### config.mk
export PLATFORM = sky130hd
export DESIGN_NAME = pipe_hazard_unit
export DESIGN_NICKNAME = d
export VERILOG_FILES = /design/src/rtl/pipe_hazard_unit.sv
export SDC_FILE = /design/constraint.sdc
export NUM_CORES = 1
export LEC_CHECK = 0
export ABC_AREA = 1
export BUFFER_PORTS_ARGS = -buffer_cell sky130_fd_sc_hd__buf_2
export CORE_MARGIN = 8
export CORE_UTILIZATION = 48
export DETAILED_ROUTE_END_ITERATION = 10
export PLACE_DENSITY = 0.95
export REMOVE_ABC_BUFFERS = 1
export SETUP_SLACK_MARGIN = 0.05
export SLEW_MARGIN = 10
export SYNTH_ARGS = -nofsm -noshare
export SYNTH_HDL_FRONTEND = slang
export SYNTH_SLANG_ARGS = --single-unit
export TNS_END_PERCENT = 10
### constraint.sdc
create_clock -name clk -period 4.2 [get_ports clk]
set_input_delay 0.42 -clock clk [delete_from_list [all_inputs] [get_ports clk]]
set_output_delay 0.42 -clock clk [all_outputs]
set_load 0.005 [all_outputs]
### src/rtl/pipe_hazard_unit.sv
// pipe_hazard_unit
// ----------------
// Hazard, forwarding and flush controller for the in-order pipeline. It
// sits beside ID and tracks every instruction in flight after ID in a
// DEPTH-entry shift register (entry 0 = EX ... entry DEPTH-1 = WB).
// From that state and the ID-stage operands it produces, combinationally:
// the operand forwarding selects and data, the load-use stall with its
// ID/EX bubble, and the flush for a taken branch or jump.
//
// Parameters:
//   XLEN             data width
//   DEPTH            tracked stages after ID (2..6)
//   LOAD_READY_STAGE first entry index at which load data is valid (1..DEPTH-1)
//   FWD_W            width of the forward selects (derived)
//
// Ports:
//   clk, rst_n                      clock, async active-low reset
//   id_valid_i                      ID holds a real instruction
//   id_rs1_i/id_rs2_i               source register addresses
//   id_rs1_used_i/id_rs2_used_i     source is actually read
//   id_rd_i, id_reg_we_i            destination and its write enable
//   id_is_load_i                    ID instruction is a load
//   rf_rs1_data_i/rf_rs2_data_i     register-file read data
//   stage_data_i                    result of entry k at [k*XLEN +: XLEN]
//   redirect_i                      taken branch/jump resolved in EX
//   mem_stall_i                     freeze the whole pipeline
//   stall_o, bubble_o, flush_o      IF/ID hold, ID/EX NOP insert, IF/ID kill
//   fwd_sel_rs1_o/fwd_sel_rs2_o     0 = register file, k+1 = entry k
//   rs1_data_o/rs2_data_o           forwarded operands
//
// Optional build macro PIPE_HAZARD_PERF_EN adds perf_stall_cnt_o (load-use
// stall cycles) and perf_flush_cnt_o (redirect cycles), both 32-bit and
// wrapping. Frozen (mem_stall_i) cycles are never counted.

module pipe_hazard_unit #(
    parameter int XLEN             = 32,
    parameter int DEPTH            = 3,
    parameter int LOAD_READY_STAGE = 1,
    parameter int FWD_W            = $clog2(DEPTH + 1)
) (
    input  logic                  clk,
    input  logic                  rst_n,
    input  logic                  id_valid_i,
    input  logic [4:0]            id_rs1_i,
    input  logic [4:0]            id_rs2_i,
    input  logic                  id_rs1_used_i,
    input  logic                  id_rs2_used_i,
    input  logic [4:0]            id_rd_i,
    input  logic                  id_reg_we_i,
    input  logic                  id_is_load_i,
    input  logic [XLEN-1:0]       rf_rs1_data_i,
    input  logic [XLEN-1:0]       rf_rs2_data_i,
    input  logic [DEPTH*XLEN-1:0] stage_data_i,
    input  logic                  redirect_i,
    input  logic                  mem_stall_i,
    output logic                  stall_o,
    output logic                  bubble_o,
    output logic                  flush_o,
    output logic [FWD_W-1:0]      fwd_sel_rs1_o,
    output logic [FWD_W-1:0]      fwd_sel_rs2_o,
    output logic [XLEN-1:0]       rs1_data_o,
    output logic [XLEN-1:0]       rs2_data_o
`ifdef PIPE_HAZARD_PERF_EN
    ,
    output logic [31:0]           perf_stall_cnt_o,
    output logic [31:0]           perf_flush_cnt_o
`endif
);

    // In-flight instruction tracking, one slot per stage after ID
    logic [DEPTH-1:0] r_valid;
    logic [DEPTH-1:0] r_we;
    logic [DEPTH-1:0] r_load;
    logic [4:0]       r_rd [DEPTH];

    logic [DEPTH-1:0] w_hit_rs1;
    logic [DEPTH-1:0] w_hit_rs2;
    logic [FWD_W-1:0] w_sel_rs1;
    logic [FWD_W-1:0] w_sel_rs2;
    logic [XLEN-1:0]  w_data_rs1;
    logic [XLEN-1:0]  w_data_rs2;
    logic             w_lu_rs1;
    logic             w_lu_rs2;
    logic             w_load_use;
    logic             w_advance;
    logic             w_kill;

    // Per-entry source match; x0 and unread sources never match
    always_comb begin
        w_hit_rs1 = '0;
        w_hit_rs2 = '0;
        for (int k = 0; k < DEPTH; k++) begin
            w_hit_rs1[k] = r_valid[k] && r_we[k] && (r_rd[k] == id_rs1_i) &&
                           (id_rs1_i != 5'd0) && id_rs1_used_i;
            w_hit_rs2[k] = r_valid[k] && r_we[k] && (r_rd[k] == id_rs2_i) &&
                           (id_rs2_i != 5'd0) && id_rs2_used_i;
        end
    end

    // Youngest-wins selection: walk from the oldest entry down so the
    // lowest matching index is the last one applied
    always_comb begin
        w_sel_rs1  = '0;
        w_sel_rs2  = '0;
        w_data_rs1 = rf_rs1_data_i;
        w_data_rs2 = rf_rs2_data_i;
        w_lu_rs1   = 1'b0;
        w_lu_rs2   = 1'b0;
        for (int k = DEPTH - 1; k >= 0; k--) begin
            w_sel_rs1  = w_hit_rs1[k] ? FWD_W'(k + 1) : w_sel_rs1;
            w_data_rs1 = w_hit_rs1[k] ? stage_data_i[k*XLEN +: XLEN] : w_data_rs1;
            w_lu_rs1   = w_hit_rs1[k] ? (r_load[k] && (k < LOAD_READY_STAGE)) : w_lu_rs1;
            w_sel_rs2  = w_hit_rs2[k] ? FWD_W'(k + 1) : w_sel_rs2;
            w_data_rs2 = w_hit_rs2[k] ? stage_data_i[k*XLEN +: XLEN] : w_data_rs2;
            w_lu_rs2   = w_hit_rs2[k] ? (r_load[k] && (k < LOAD_READY_STAGE)) : w_lu_rs2;
        end
    end

    assign w_load_use = id_valid_i && (w_lu_rs1 || w_lu_rs2);
    // Entries move whenever the pipeline is not frozen
    assign w_advance  = !mem_stall_i;
    // A redirect kills the ID instruction, so any load-use on it is moot
    assign w_kill     = redirect_i || w_load_use;

    assign stall_o       = mem_stall_i || (!redirect_i && w_load_use);
    assign bubble_o      = w_advance && w_kill;
    assign flush_o       = w_advance && redirect_i;
    assign fwd_sel_rs1_o = w_sel_rs1;
    assign fwd_sel_rs2_o = w_sel_rs2;
    assign rs1_data_o    = w_data_rs1;
    assign rs2_data_o    = w_data_rs2;

    // Tracking shift register: hold on freeze, else shift in ID or a bubble
    always_ff @(posedge clk or negedge rst_n) begin
        if (!rst_n) begin
            r_valid <= '0;
            r_we    <= '0;
            r_load  <= '0;
            for (int k = 0; k < DEPTH; k++) begin
                r_rd[k] <= 5'd0;
            end
        end else if (w_advance) begin
            for (int k = DEPTH - 1; k > 0; k--) begin
                r_valid[k] <= r_valid[k-1];
                r_we[k]    <= r_we[k-1];
                r_load[k]  <= r_load[k-1];
                r_rd[k]    <= r_rd[k-1];
            end
            r_valid[0] <= w_kill ? 1'b0 : id_valid_i;
            r_we[0]    <= w_kill ? 1'b0 : id_reg_we_i;
            r_load[0]  <= w_kill ? 1'b0 : id_is_load_i;
            r_rd[0]    <= id_rd_i;
        end else begin
            r_valid <= r_valid;
        end
    end

`ifdef PIPE_HAZARD_PERF_EN
    logic [31:0] r_perf_stall_cnt;
    logic [31:0] r_perf_flush_cnt;

    // Event counters for load-use stall cycles and redirect cycles
    always_ff @(posedge clk or negedge rst_n) begin
        if (!rst_n) begin
            r_perf_stall_cnt <= 32'd0;
            r_perf_flush_cnt <= 32'd0;
        end else if (w_advance) begin
            if (redirect_i) begin
                r_perf_flush_cnt <= r_perf_flush_cnt + 32'd1;
            end else if (w_load_use) begin
                r_perf_stall_cnt <= r_perf_stall_cnt + 32'd1;
            end else begin
                r_perf_stall_cnt <= r_perf_stall_cnt;
            end
        end else begin
            r_perf_stall_cnt <= r_perf_stall_cnt;
        end
    end

    assign perf_stall_cnt_o = r_perf_stall_cnt;
    assign perf_flush_cnt_o = r_perf_flush_cnt;
`else
    // Counters are not built in this configuration.
`endif

endmodule
==> reports/results.ini <==
[status]
status=complete, no violations

[power_and_ir_drop]
ir_worst_vdd_mv=0.265
p_sw_uw=288
power.leakage_uw=0.00351
p_total_uw=805
p_clk_share_pct=24.8
comb_power_share_pct=43.7
pwr_density_cell_nw_per_um2=147
seq_power_share_pct=31.6
swShare_pct=35.7
internal-power_uw=517

[clock_network]
cts_tree=yes
root_buffer=clkbuf_8
cts_buffers=3
clock_latency_ns=0.27
ctsResizeCount=0
h-tree-depth=1
ctsHoldBuffers=0
clkTransAtPathRegs_ns=0.08
cts_setup_buffers=0
clock-sinks=22
cts_max_path_buffers=2

[sta]
setup_viol=0
skew_ns=0.00343
hold_viol=0
max_freq_mhz=311
fin_setup_tns_ns=0
whs_ns=0.105
maxSlewHeadroom_pct=28.2
rsz0062_at_grt=no
drv_slew=0
period_needed_ns=3.22
worst_pin_slew_ns=1.07
finalCritPeriodShare_pct=76.6

[final_layout]
fill_cells=829
drive_gt1_share_pct=29.9
nNetsFinal=1239
area_delta_synth_final_pct=30.6
utilization_pct=63.5
fin_area_um2=5460

[routing]
drtIter0Drc=660
wl_per_cell_um=16.0
drt_pass1_iterations=6
ant_nets=0
drc=0
drt_wl_total_um=18600
via_per_inst=5.36
vias=6249

[floorplan]
die_h_um=109
core_um2=8590
io_pins=255
rows=34
initial_core_util_pct=48.6
dieArea_um2=12000
die_w_um=109

[critical_path]
critPathMaxFanout=39
cp.arrival_ns=2.80
criticalPathCategory=reg -> out
crit_family=simple AND/OR/NAND/NOR gates
max_stage_delay_ns=0.68
path_cells=xnor2_1 -> nand2_1 -> nor2_1 -> nand2_2 -> inv_2 -> nand2_1 -> nand2_1 -> nor2_1 -> nor2_1 -> buf_2
critPathSlowestCell=inv_2
crit_buf_inv=2
cp.required_ns=3.78
reg2reg_slack_ns=1.79
cp-end-kind=primary output
cp-start-kind=flip-flop

[grt]
grt_util_met2_pct=48.6
busiest_layer=met2
antenna_found_initial=2
grt_max_degree=57
grt_overflow=0
use_met1_pct=34.8
first_global_vias=5810
grt_pass1_wl_um=28300
use_met3_pct=5.45
grt.total_usage_pct=28.8

[synthesis]
synth_top_family_by_area=simple AND/OR/NAND/NOR gates
async_flop_share_pct=100
synth_area_leaders=nand2_1, nand3_1, dfrtp_1, nor2_1, inv_1
synthMuxAreaShare_pct=0
synth.distinct_cells=28
synth_top_area_cell=nand2_1
yosysSeqAreaShare_pct=13.2
yosysWarnings=0
yosys.area_share.simple_pct=64.8
synth_compound_area_share_pct=3.71
synthCells=837
ys_dominant_reg_cell=dfrtp_1
netlist.area_leader.share_pct=23.3
synth_area_um2=4180
avgSynthCellArea_um2=4.99
synth_fa_ha_area_share_pct=0
synth_xor_area_share_pct=2.10
ys_ff_latch=22
synth-edff-count=0

[placed_design]
portBuffers=254
gp_congestion=0.966
place_hpwl_um=14200
placed_area_um2=5380

[worst_hold_path]
worstHoldPathType=in -> async

[run]
max_cap_violations=0

==> path summary, 6_finish.rpt <==
kind                       depth (start not counted)                    end                   from
max in group asynchronous                          1    r_rd[0]$_DFFE_PN0N_                  rst_n
min in group clk                                   3   r_rd[14]$_DFFE_PN0N_             id_rd_i[4]
hold reg to reg                                    2  r_load[0]$_DFFE_PN0N_  r_load[0]$_DFFE_PN0N_
setup / recovery                                  10          rs1_data_o[1]    r_rd[6]$_DFFE_PN0N_
setup reg to reg                                  10  r_load[0]$_DFFE_PN0N_   r_rd[13]$_DFFE_PN0N_
hold / removal                                     1   r_rd[11]$_DFFE_PN0N_                  rst_n
==> power groups by stage <==
stage / combinational (µW) / sequential (µW) / clock, µW
2_1_floorplan: 159 / 253 / 0
3_3_place_gp: 337 / 257 / 0
3_5_place_dp: 345 / 258 / 0
4_1_cts: 349 / 254 / 197
5_1_grt: 394 / 257 / 206
6_report: 352 / 254 / 199
==> placed cells by master, fill, tap and decap left out <==
master and n:
or2_1 3, nor3_1 1, nand2_1 258, and2_1 1
buf_2 254, a21boi_1 2, xnor2_1 9, nand2_2 3
clkinv_1 1, nand3_2 1, buf_4 12, xor2_1 1
diode_2 3, nor2_2 5, inv_1 92, o21ai_1 3
nand3b_1 3, dfrtp_1 22, bufinv_16 1, inv_2 8
clkbuf_8 3, or2_2 28, o21ai_0 19, nand4_1 6
nor2_1 116, a21oi_1 6, nor4_1 1, and3_1 1
nand3_1 194
==> synth_stat cells, types with 5 or more instances <==
cell      instances
a21oi_1           6
buf_2            25
buf_4            10
clkbuf_1         14
dfrtp_1          22
inv_1            92
inv_2             8
nand2_1         259
nand3_1         194
nand4_1           6
nor2_1          116
nor2_2            5
o21ai_0          19
or2_2            28
xnor2_1           9
==> logic make-up after synthesis <==
family / count (synthesis)
and+or+nand+nor: 621
AOI/OAI and AO/OA: 30
DFF: 22
buffers and inverters: 154
xor gates and xnor gates: 10
==> per-layer routing <==
| layer | vias up | share of wire, % |
|---|---|---|
| met5 | - | 0 |
| met4 | 0 | 4.6 |
| met3 | 73 | 13 |
| met2 | 426 | 46 |
| met1 | 2705 | 36 |
| li1 | 3045 | - |
==> through the flow <==
stage / setup WS (ns) / std cells
2_1_floorplan: 1.29 / 784
4_1_cts: 1.04 / 1162
3_5_place_dp: 1.25 / 1158
5_1_grt: 0.711 / 1164
6_report: 0.983 / 1165
3_3_place_gp: 1.32 / 1158
==> layout make-up <==
cell class	instances	area, µm²	area share, %
inverters	101	379	6.94
repair buffers	266	1360	24.9
diodes	3	7.51	0.137
clock buffers	3	41.3	0.756
multi-input cells	661	2960	54.1
well taps	108	135	2.47
flip-flops and latches	22	551	10.1
clock inverters	1	30.0	0.550
==> worst register-to-register path, cell delays in order, from the launching register on <==
cell and delay (ns):
dfrtp_1 0.39, inv_1 0.08, a21oi_1 0.15, nand3_1 0.09, nor2_1 0.19, nand2_2 0.49, buf_4 0.43, nand2_1 0.14
nand2_1 0.14, nand3b_1 0.13, nand2_1 0.07
==> sequential cells by signal, summed over array words and instances, names as in the netlist <==
register / flops
r_valid: 3
r_rd: 15
r_we: 3
r_load: 1
No activity file was read; power rests on OpenSTA's default activity.
